[config.mk]
export PLATFORM = sky130hd
export DESIGN_NAME = rv32i_hazard_ctrl
export DESIGN_NICKNAME = d
export VERILOG_FILES = /design/src/rtl/rv32i_hazard_ctrl.sv
export SDC_FILE = /design/constraint.sdc
export NUM_CORES = 1
export LEC_CHECK = 0
export CAP_MARGIN = 20
export CORE_MARGIN = 1
export CORE_UTILIZATION = 55
export DETAILED_ROUTE_END_ITERATION = 12
export GPL_TIMING_DRIVEN = 0
export HOLD_SLACK_MARGIN = 0.02
export PLACE_DENSITY_LB_ADDON = 0.15
export SLEW_MARGIN = 10
export SYNTH_ARGS = -nofsm -noshare
export SYNTH_HDL_FRONTEND = slang
export SYNTH_SLANG_ARGS = --single-unit
[constraint.sdc]
create_clock -name Clk -period 3.7 [get_ports Clk]
set_input_delay 0.555 -clock Clk [delete_from_list [all_inputs] [get_ports Clk]]
set_output_delay 0.555 -clock Clk [all_outputs]
set_load 0.01 [all_outputs]
[src/rtl/rv32i_hazard_ctrl.sv]
// rv32i_hazard_ctrl
//   Hazard controller for an RV32I IF/ID/EX/MEM/WB pipe. It keeps a shadow copy of
//   the EX, MEM and WB destination registers and drives the pipe's control signals:
//   registered operand-forward selects, combinational stall enables and flushes.
//   When several hazards occur in the same cycle, data-memory wait beats a taken
//   branch, and a taken branch beats a load-use stall.
//
//   state    | meaning
//   ---------+-----------------------------------------------------------------
//   RUN      | normal flow; branch flush and load-use stall are evaluated here
//   MEM_WAIT | data memory busy; whole pipe frozen until Mem_busy drops
//   BR_FLUSH | one cycle after a taken branch; EX holds a bubble, branch ignored
//
// Ports
//   Clk, Reset_n                          clock (rising edge), async active-low reset
//   ID_Rs1_addr/ID_Rs2_addr/ID_Rd_addr    register addresses of the ID instruction
//   ID_RegFile_wr_en, ID_Mem_rd_en        ID instruction writes rd / is a load
//   EX_PC_source_sel                      taken branch/jump resolved in EX
//   Mem_busy                              data memory not ready
//   IF_Stall, ID_Stall, EX_Stall          hold PC+IF/ID, ID/EX, EX/MEM
//   ID_Flush, EX_Flush                    squash IF/ID, ID/EX at next edge
//   ForwardA, ForwardB                    00 regfile, 10 EX/MEM, 01 MEM/WB
//   Stall_count                           saturating count of IF_Stall cycles
module rv32i_hazard_ctrl #(
  parameter int REG_AW = 5,
  parameter int CNT_W  = 16
) (
  input  logic              Clk,
  input  logic              Reset_n,
  input  logic [REG_AW-1:0] ID_Rs1_addr,
  input  logic [REG_AW-1:0] ID_Rs2_addr,
  input  logic [REG_AW-1:0] ID_Rd_addr,
  input  logic              ID_RegFile_wr_en,
  input  logic              ID_Mem_rd_en,
  input  logic              EX_PC_source_sel,
  input  logic              Mem_busy,
  output logic              IF_Stall,
  output logic              ID_Stall,
  output logic              EX_Stall,
  output logic              ID_Flush,
  output logic              EX_Flush,
  output logic [1:0]        ForwardA,
  output logic [1:0]        ForwardB,
  output logic [CNT_W-1:0]  Stall_count
);

  typedef enum logic [1:0] {RUN, MEM_WAIT, BR_FLUSH} state_t;

  state_t state, state_nxt;

  logic [REG_AW-1:0] ex_rs1, ex_rs2, ex_rd, mem_rd, wb_rd;
  logic              ex_wr, ex_mrd, mem_wr, wb_wr;

  logic              freeze, flush, lu_stall, load_use;
  logic [REG_AW-1:0] nx_rs1, nx_rs2, nx_rd;
  logic              nx_wr, nx_mrd;
  logic [1:0]        fwd_a_nxt, fwd_b_nxt;

  assign load_use = ex_mrd && (ex_rd != '0) &&
                    ((ex_rd == ID_Rs1_addr) || (ex_rd == ID_Rs2_addr));

  always_comb begin
    state_nxt = state;
    freeze    = 1'b0;
    flush     = 1'b0;
    lu_stall  = 1'b0;
    case (state)
      // Once memory is ready, MEM_WAIT behaves exactly like RUN in that same cycle,
      // so a branch held in EX during the wait is serviced without an extra stall.
      RUN, MEM_WAIT: begin
        if (Mem_busy) begin
          freeze    = 1'b1;
          state_nxt = MEM_WAIT;
        end else if (EX_PC_source_sel) begin
          flush     = 1'b1;
          state_nxt = BR_FLUSH;
        end else begin
          lu_stall  = load_use;
          state_nxt = RUN;
        end
      end
      BR_FLUSH: begin
        if (Mem_busy) begin
          freeze    = 1'b1;
          state_nxt = MEM_WAIT;
        end else begin
          state_nxt = RUN;
        end
      end
      default: state_nxt = RUN;
    endcase
  end

  // Outputs are forced low while reset is asserted so the pipe sees no control
  // activity even if Mem_busy is still high.
  assign IF_Stall = Reset_n & (freeze | lu_stall);
  assign ID_Stall = Reset_n & (freeze | lu_stall);
  assign EX_Stall = Reset_n & freeze;
  assign ID_Flush = Reset_n & flush;
  assign EX_Flush = Reset_n & flush;

  // Incoming EX entry: bubble on flush or load-use stall.
  always_comb begin
    nx_rs1 = ID_Rs1_addr;
    nx_rs2 = ID_Rs2_addr;
    nx_rd  = ID_Rd_addr;
    nx_wr  = ID_RegFile_wr_en;
    nx_mrd = ID_Mem_rd_en;
    if (flush || lu_stall) begin
      nx_rs1 = '0;
      nx_rs2 = '0;
      nx_rd  = '0;
      nx_wr  = 1'b0;
      nx_mrd = 1'b0;
    end
  end

  // Next MEM entry is the current EX entry, next WB is the current MEM entry.
  // A bubble has rs=0, and rd!=0 is required, so it never forwards.
  always_comb begin
    fwd_a_nxt = 2'b00;
    fwd_b_nxt = 2'b00;
    if (ex_wr && (ex_rd != '0) && (ex_rd == nx_rs1))
      fwd_a_nxt = 2'b10;
    else if (mem_wr && (mem_rd != '0) && (mem_rd == nx_rs1))
      fwd_a_nxt = 2'b01;
    if (ex_wr && (ex_rd != '0) && (ex_rd == nx_rs2))
      fwd_b_nxt = 2'b10;
    else if (mem_wr && (mem_rd != '0) && (mem_rd == nx_rs2))
      fwd_b_nxt = 2'b01;
  end

  always_ff @(posedge Clk or negedge Reset_n) begin
    if (!Reset_n) begin
      state       <= RUN;
      ex_rs1      <= '0;
      ex_rs2      <= '0;
      ex_rd       <= '0;
      ex_wr       <= 1'b0;
      ex_mrd      <= 1'b0;
      mem_rd      <= '0;
      mem_wr      <= 1'b0;
      wb_rd       <= '0;
      wb_wr       <= 1'b0;
      ForwardA    <= 2'b00;
      ForwardB    <= 2'b00;
      Stall_count <= '0;
    end else begin
      state <= state_nxt;
      if (!freeze) begin
        wb_rd    <= mem_rd;
        wb_wr    <= mem_wr;
        mem_rd   <= ex_rd;
        mem_wr   <= ex_wr;
        ex_rs1   <= nx_rs1;
        ex_rs2   <= nx_rs2;
        ex_rd    <= nx_rd;
        ex_wr    <= nx_wr;
        ex_mrd   <= nx_mrd;
        ForwardA <= fwd_a_nxt;
        ForwardB <= fwd_b_nxt;
      end
      if (IF_Stall && (Stall_count != {CNT_W{1'b1}}))
        Stall_count <= Stall_count + 1'b1;
    end
  end

endmodule

==> metrics.txt, run 1 <==
synthesized instance count=243; Final Slew Violations=0; Rows=22; initial antenna violation count=0; Final HPWL DP=3840 um; Clk Tree Root Cell=sky130_fd_sc_hd__clkbuf_8; post-detailed-route via-to-cell ratio=5.66; required time reported for the critical path endpoint=3.14 ns; DR pass1 iterations=4; kind of path behind the tightest hold check=primary input to async pin; P_leak=1.15 nW; maximum number of pins on one net before global-route repair=40; post-layout instance area=2770 sq um; TritonCTS clock tree=yes; overall die height=65.0 um; Main synth FF type=sky130_fd_sc_hd__dfrtp_1; largest voltage drop on the vdd net=343 uV; average instance area after synthesis=between 8 and 9 sq um; PostCTS Resize Cnt=0; most frequently used cell type in the post-synthesis netlist=sky130_fd_sc_hd__dfrtp_1; routed wire length=5220 um; worst-path fanout max=4; grt ovf=0; pin slew with the least headroom to its limit=0.807 ns; capture instance of the worst register-to-register path=ForwardA[0]$_DFFE_PN0N_; placed inst area=2680 sq um; Async SR Flop Fraction=1.00; antenna-violating nets left=0; cell types with the highest counts after synthesis=sky130_fd_sc_hd__dfrtp_1, sky130_fd_sc_hd__nand2_1, sky130_fd_sc_hd__o21ai_0, sky130_fd_sc_hd__xnor2_1, sky130_fd_sc_hd__nor2_1; DR vias=1940; final standard cell utilization of the core=0.739; kind of launch point of the worst setup path=primary input; worst slack on hold paths=about 0.35 ns; area of the mapped netlist=approximately 2200 sq um; worst-case register-to-register setup slack=0.91 ns; proportion of netlist area held by the largest area contributor=0.401; leading area contributor after synthesis=sky130_fd_sc_hd__dfrtp_1; clock-pin slew reported for the worst setup and hold paths after clock tree synthesis=roughly 0.070 ns; Post-synth EDFFs=0; buffering stage count on the worst path with inverters included=3; Setup crit end kind=output port; # fillers=309; arrival time of the worst setup path=between 2 and 3 ns; Final setup violation count=0; flip-flop and latch count after synthesis=35; total design power=1.13 mW; share of final-layout standard cells stronger than drive strength 1=0.105; Max Fclk=approximately 0.28 GHz; share of synthesized area occupied by flip-flops and latches=0.401; maximum capacitance violations=0; overall die area=4230 sq um; insertion delay to the later sink of the worst-skew pair=around 0.29 ns; NumNets Final=316; library cell contributing the largest single delay on the critical path=sky130_fd_sc_hd__clkdlybuf4s50_1; H-tree levels=2; number of design-rule violations left by the first detailed-router iteration=194; Fin. Hold Viols=0; worst setup path category=primary input to output port; hold-fix buffers at CTS=0; post-route clock skew=~0.0043 ns; post-layout minimum cycle time=3.52 ns; number of distinct library cells after synthesis=52; Top Family by Delay on Critical Path=buffers and inverters; aggregate negative setup slack=0 ns; deepest clock path buffer count=2; Tot GR Track Use=0.282; WL per Instance=roughly 15 um; global-route wire length before repair=9040 um; clk sinks=35; antenna diode count=0; Slew headroom=0.462; final RePlAce weighted congestion=0.887; via count of the first global-routing pass=1875; Post-Synthesis Net Count=around 270; worst reg2reg startpoint=ex_rd[0]$_DFFE_PN0N_; final critical-path share of the clock period=0.951; leading post-synthesis cells by cell area=sky130_fd_sc_hd__dfrtp_1, sky130_fd_sc_hd__xnor2_1, sky130_fd_sc_hd__nand2_1; total number of yosys warnings=0; setup repair after global routing missed its margin=no; area growth from synthesis to final layout=26.6%; total CTS buffers=5; initial cell density of the core=0.584; most frequent cell on the critical path=sky130_fd_sc_hd__clkdlybuf4s50_1; length in cells of the worst reg-to-reg path=8; overall die width=65.0 um; power density over cell area=409 nW/um^2; core area=between 3000 and 4000 sq um; count of port buffers added during placement=44; DRC violations left=0; critical path cell sequence=clkdlybuf4s50_1, nor4b_2, nand4_1, o22ai_1, o21a_1, buf_4, clkdlybuf4s50_1; setup bufs post-CTS=0; io pins=46; worst stage delay on the critical path=0.52 ns; status=completed
[cell type report]
cell class                      instances  area, sq um  area share
Sequential cell                        35          876       0.317
Multi-Input combinational cell        183         1190       0.430
Timing Repair Buffer                   44          435       0.157
Inverter                                9         33.8      0.0122
Clock inverter                          2         12.5     0.00452
Tap cell                               48         60.1      0.0217
Clock buffer                            6         72.6      0.0262
Buffer                                 16         86.3      0.0312
[metrics by stage]
| stage | setup WS (ns) | std cells |
|---|---|---|
| after global routing | 0.0374 | 343 |
| after floorplan | 1.32 | 243 |
| after global placement | -0.0372 | 335 |
| after detailed placement | 0.185 | 335 |
| after CTS | 0.183 | 343 |
| final | 0.182 | 343 |
[sequential cells by signal, summed over array words and instances (netlist names)]
signal / count
ForwardA: 2
ex_mrd: 1
ex_rd: 5
state: 2
Stall_count: 16
ex_wr: 1
mem_wr: 1
mem_rd: 5
ForwardB: 2
[worst reg2reg max path, delay by kind of cell (launching register included)]
kind | cells | cell delay [ns]
simple gates | 3 | 1.40
compound gates | 4 | 0.72
flops | 1 | 0.38
buf+inv | 1 | 0.15
[kinds of logic (layout without fill, tap and decap cells)]
kind of cell | after synthesis | after routing | synth area share
compound gates | 51 | 51 | 0.159
xor+xnor | 29 | 29 | 0.116
fa+ha+maj | 1 | 1 | 0.00572
buf+inv | 25 | 77 | 0.0549
flops | 35 | 35 | 0.401
mux | 6 | 6 | 0.0309
simple gates | 96 | 96 | 0.232
[worst max-delay path by stage]
stage                   from                          end  slack [ns]  cells past startpoint
floorplan           Mem_busy  Stall_count[12]$_DFFE_PN0P_        1.32                      7
global placement     Reset_n  Stall_count[12]$_DFFE_PN0P_       -0.04                      5
detailed placement  Mem_busy                     IF_Stall        0.19                      7
CTS                 Mem_busy                     IF_Stall        0.18                      7
global route        Mem_busy                     IF_Stall        0.04                      7
finish              Mem_busy                     IF_Stall        0.18                      7
[placed cells by master (no fill, tap or decap), types with 4 or more instances in the layout]
| cell | n |
|---|---|
| sky130_fd_sc_hd__nand2_1 | 32 |
| sky130_fd_sc_hd__xnor2_1 | 21 |
| sky130_fd_sc_hd__xor2_1 | 8 |
| sky130_fd_sc_hd__dfrtp_1 | 35 |
| sky130_fd_sc_hd__o21ai_0 | 23 |
| sky130_fd_sc_hd__and2_1 | 5 |
| sky130_fd_sc_hd__clkbuf_1 | 9 |
| sky130_fd_sc_hd__clkdlybuf4s50_1 | 43 |
| sky130_fd_sc_hd__nor2b_1 | 5 |
| sky130_fd_sc_hd__buf_4 | 4 |
| sky130_fd_sc_hd__nor4_1 | 4 |
| sky130_fd_sc_hd__nor2_1 | 14 |
| sky130_fd_sc_hd__nand4_1 | 4 |
| sky130_fd_sc_hd__clkbuf_8 | 5 |
| sky130_fd_sc_hd__inv_1 | 9 |
| sky130_fd_sc_hd__nand3_1 | 12 |
| sky130_fd_sc_hd__mux2_2 | 5 |
[power by group]
group	leakage (nW)	internal [mW]	switching (mW)	total [mW]
logic	0.659	0.189	0.177	0.366
registers	0.450	0.437	0.0567	0.494
clock network	0.0412	0.131	0.141	0.273
total	1.15	0.757	0.375	1.13
[metal layers]
metal,vias to the layer above,GRT usage,part of all wire
met5,-,0,0
met4,0,0.109,0.010
met3,5,0.0493,0.037
met2,48,0.408,0.45
met1,936,0.420,0.50
li1,951,-,-
Note: power is estimated with default switching activity, not from simulation.
==> run 2, diff against run 1 <==
--- a/config.mk
+++ b/config.mk
@@ -6,8 +6,9 @@
 export NUM_CORES = 1
 export LEC_CHECK = 0
 export CAP_MARGIN = 20
+export CORE_ASPECT_RATIO = 1.75
 export CORE_MARGIN = 1
-export CORE_UTILIZATION = 55
+export CORE_UTILIZATION = 25
 export DETAILED_ROUTE_END_ITERATION = 12
 export GPL_TIMING_DRIVEN = 0
 export HOLD_SLACK_MARGIN = 0.02
==> run 2 against run 1 <==
  * Fmax is 5.0% higher
  * Cell count is 20% higher
  * Combinational power is 2% higher
  * Critical path type unchanged
  * Cell area is 6.4% higher
  * Largest power group unchanged
  * Total power is 13% higher
  * Non-clock buffer count is 1 higher
==> metrics.txt, run 2 (synthesis results as in run 1) <==
insertion delay to the later sink of the worst-skew pair=0.27 ns (-0.02 ns); routed wire length=6210 um (+19%); via count of the first global-routing pass=1993 (+6.3%); post-route clock skew=0.00556 ns (+0.00122 ns); DRC violations left=0 (unchanged); total CTS buffers=5 (unchanged); pre-CTS WS=-0.0564 ns (-0.242 ns); Clk Tree Root Cell=sky130_fd_sc_hd__clkbuf_16; biggest regs=Stall_count x16, ex_rd x5, mem_rd x5; grt ovf=0 (unchanged); WL per Instance=15.1 um (-0.52%); arrival time of the worst setup path=2.80 ns (-0.16 ns); DR pass1 iterations=4 (unchanged); H-tree levels=2 (unchanged); area growth from synthesis to final layout=34.7%; Fin. Hold Viols=0 (unchanged); overall die area=9140 sq um (+120%); kind of launch point of the worst setup path=primary input; overall die width=72.7 um (+12%); top library cells by usage in the layout, fill and taps aside=sky130_fd_sc_hd__clkdlybuf4s50_1, sky130_fd_sc_hd__dfrtp_1, sky130_fd_sc_hd__nand2_1; setup repair after global routing missed its margin=no; maximum number of pins on one net before global-route repair=33 (-18%); Tot GR Track Use=0.146 (-0.136); largest register by flop count=Stall_count; initial antenna violation count=0 (unchanged); required time reported for the critical path endpoint=3.14 ns (about the same); deepest clock path buffer count=2 (unchanged); post-layout minimum cycle time=3.35 ns (-0.166 ns); number of design-rule violations left by the first detailed-router iteration=101 (-48%); share of final-layout standard cells stronger than drive strength 1=0.112 (+0.00678); overall die height=126 um (+93%); post-detailed-route via-to-cell ratio=4.76 (-16%); Max Fclk=0.298 GHz (+5.0%); Rows=44 (+100%); DR vias=1951 (+0.57%); initial cell density of the core=0.261 (-0.323); worst-path fanout max=4 (unchanged); worst setup path category=primary input to output port; aggregate negative setup slack=0 ns (unchanged); Setup crit end kind=output port; maximum capacitance violations=0 (unchanged); worst reg2reg startpoint=ex_rd[1]$_DFFE_PN0N_; Final setup violation count=0 (unchanged); NumNets Final=317 (+0.32%); global-route wire length before repair=10200 um (+12%); clock-pin slew reported for the worst setup and hold paths after clock tree synthesis=0.05 ns (-0.02 ns); Slew headroom=0.564 (+0.102); commonest non-fill, non-tap cell in the layout=sky130_fd_sc_hd__clkdlybuf4s50_1; power density over cell area=435 nW/um^2 (+6.3%); total design power=1.28 mW (+13%); antenna diode count=0 (unchanged); P_leak=1.20 nW (+3.9%); Final WS setup=0.348 ns (+0.166 ns); final critical-path share of the clock period=0.906 (-0.0449); final RePlAce weighted congestion=0.787 (-11%); TritonCTS clock tree=yes; setup bufs post-CTS=0 (unchanged); kind of path behind the tightest hold check=primary input to async pin; clk sinks=35 (unchanged); io pins=46 (unchanged); crit path from=Mem_busy; hold-fix buffers at CTS=0 (unchanged); Final Slew Violations=0 (unchanged); max reg flops=16 (unchanged); largest voltage drop on the vdd net=302 uV (-12%); pin slew with the least headroom to its limit=0.651 ns (-0.156 ns); Final HPWL DP=4780 um (+24%); core area=8370 sq um (+120%); antenna-violating nets left=0 (unchanged); status=completed; count of port buffers added during placement=44 (unchanged)
==> run 2: per-stage QoR <==
stage          cells  hold WS (ns)  area [sq um]   util
3_3_place_gp     402         0.476          2770  0.331
2_1_floorplan    243         0.259          2190      -
6_report         410         0.124          2940  0.352
3_5_place_dp     403         0.412          2790  0.333
4_1_cts          410         0.123          2940  0.351
5_1_grt          410         0.127          2940  0.352
==> run 2: what timing repair did <==
item / CTS / global route
gates cloned: 0 / 0
gates resized for setup: 1 / 1
setup endpoints to repair: 1 / 1
==> run 2: final timing paths <==
check	to	slack [ns]	cells past startpoint
setup / recovery	IF_Stall	0.35	7
hold / removal	mem_rd[1]$_DFFE_PN0N_	0.12	1
max in group asynchronous	Stall_count[0]$_DFFE_PN0P_	3.16	2
hold reg to reg	Stall_count[6]$_DFFE_PN0P_	0.48	1
min in group Clk	Stall_count[6]$_DFFE_PN0P_	0.48	1
setup reg to reg	ForwardA[0]$_DFFE_PN0N_	0.87	9
==> run 2: cell type report <==
class                   count  area, sq um
plain buffers              16         86.3
clock inverters             1         5.00
well taps                 115          144
clock buffers               6          139
flip-flops and latches     35          876
repair buffers             45          455
fillers                   928         5420
inverters                   9         33.8
multi-input cells         183         1200
==> run 2: power by group <==
part | total [mW] | leakage, nW | switching [mW] | internal, mW
clock | 0.409 | 0.0727 | 0.146 | 0.262
combinational | 0.374 | 0.673 | 0.182 | 0.191
sequential | 0.499 | 0.450 | 0.0606 | 0.438
total | 1.28 | 1.20 | 0.389 | 0.892
==> run 2: layer usage <==
metal / vias up / wire length (um) / global-route usage
li1: 957 / - / -
met1: 942 / 2390 / 0.158
met2: 43 / 3410 / 0.269
met3: 9 / 252 / 0.0264
met4: 0 / 161 / 0.0600
met5: - / 0 / 0
==> run 2: critical path, cell delays in order <==
cell and delay, ns:
sky130_fd_sc_hd__clkdlybuf4s50_1 0.47, sky130_fd_sc_hd__nor4b_4 0.41, sky130_fd_sc_hd__nand4_1 0.23, sky130_fd_sc_hd__o22ai_2 0.28
sky130_fd_sc_hd__o21a_1 0.20, sky130_fd_sc_hd__buf_4 0.11, sky130_fd_sc_hd__clkdlybuf4s50_1 0.52
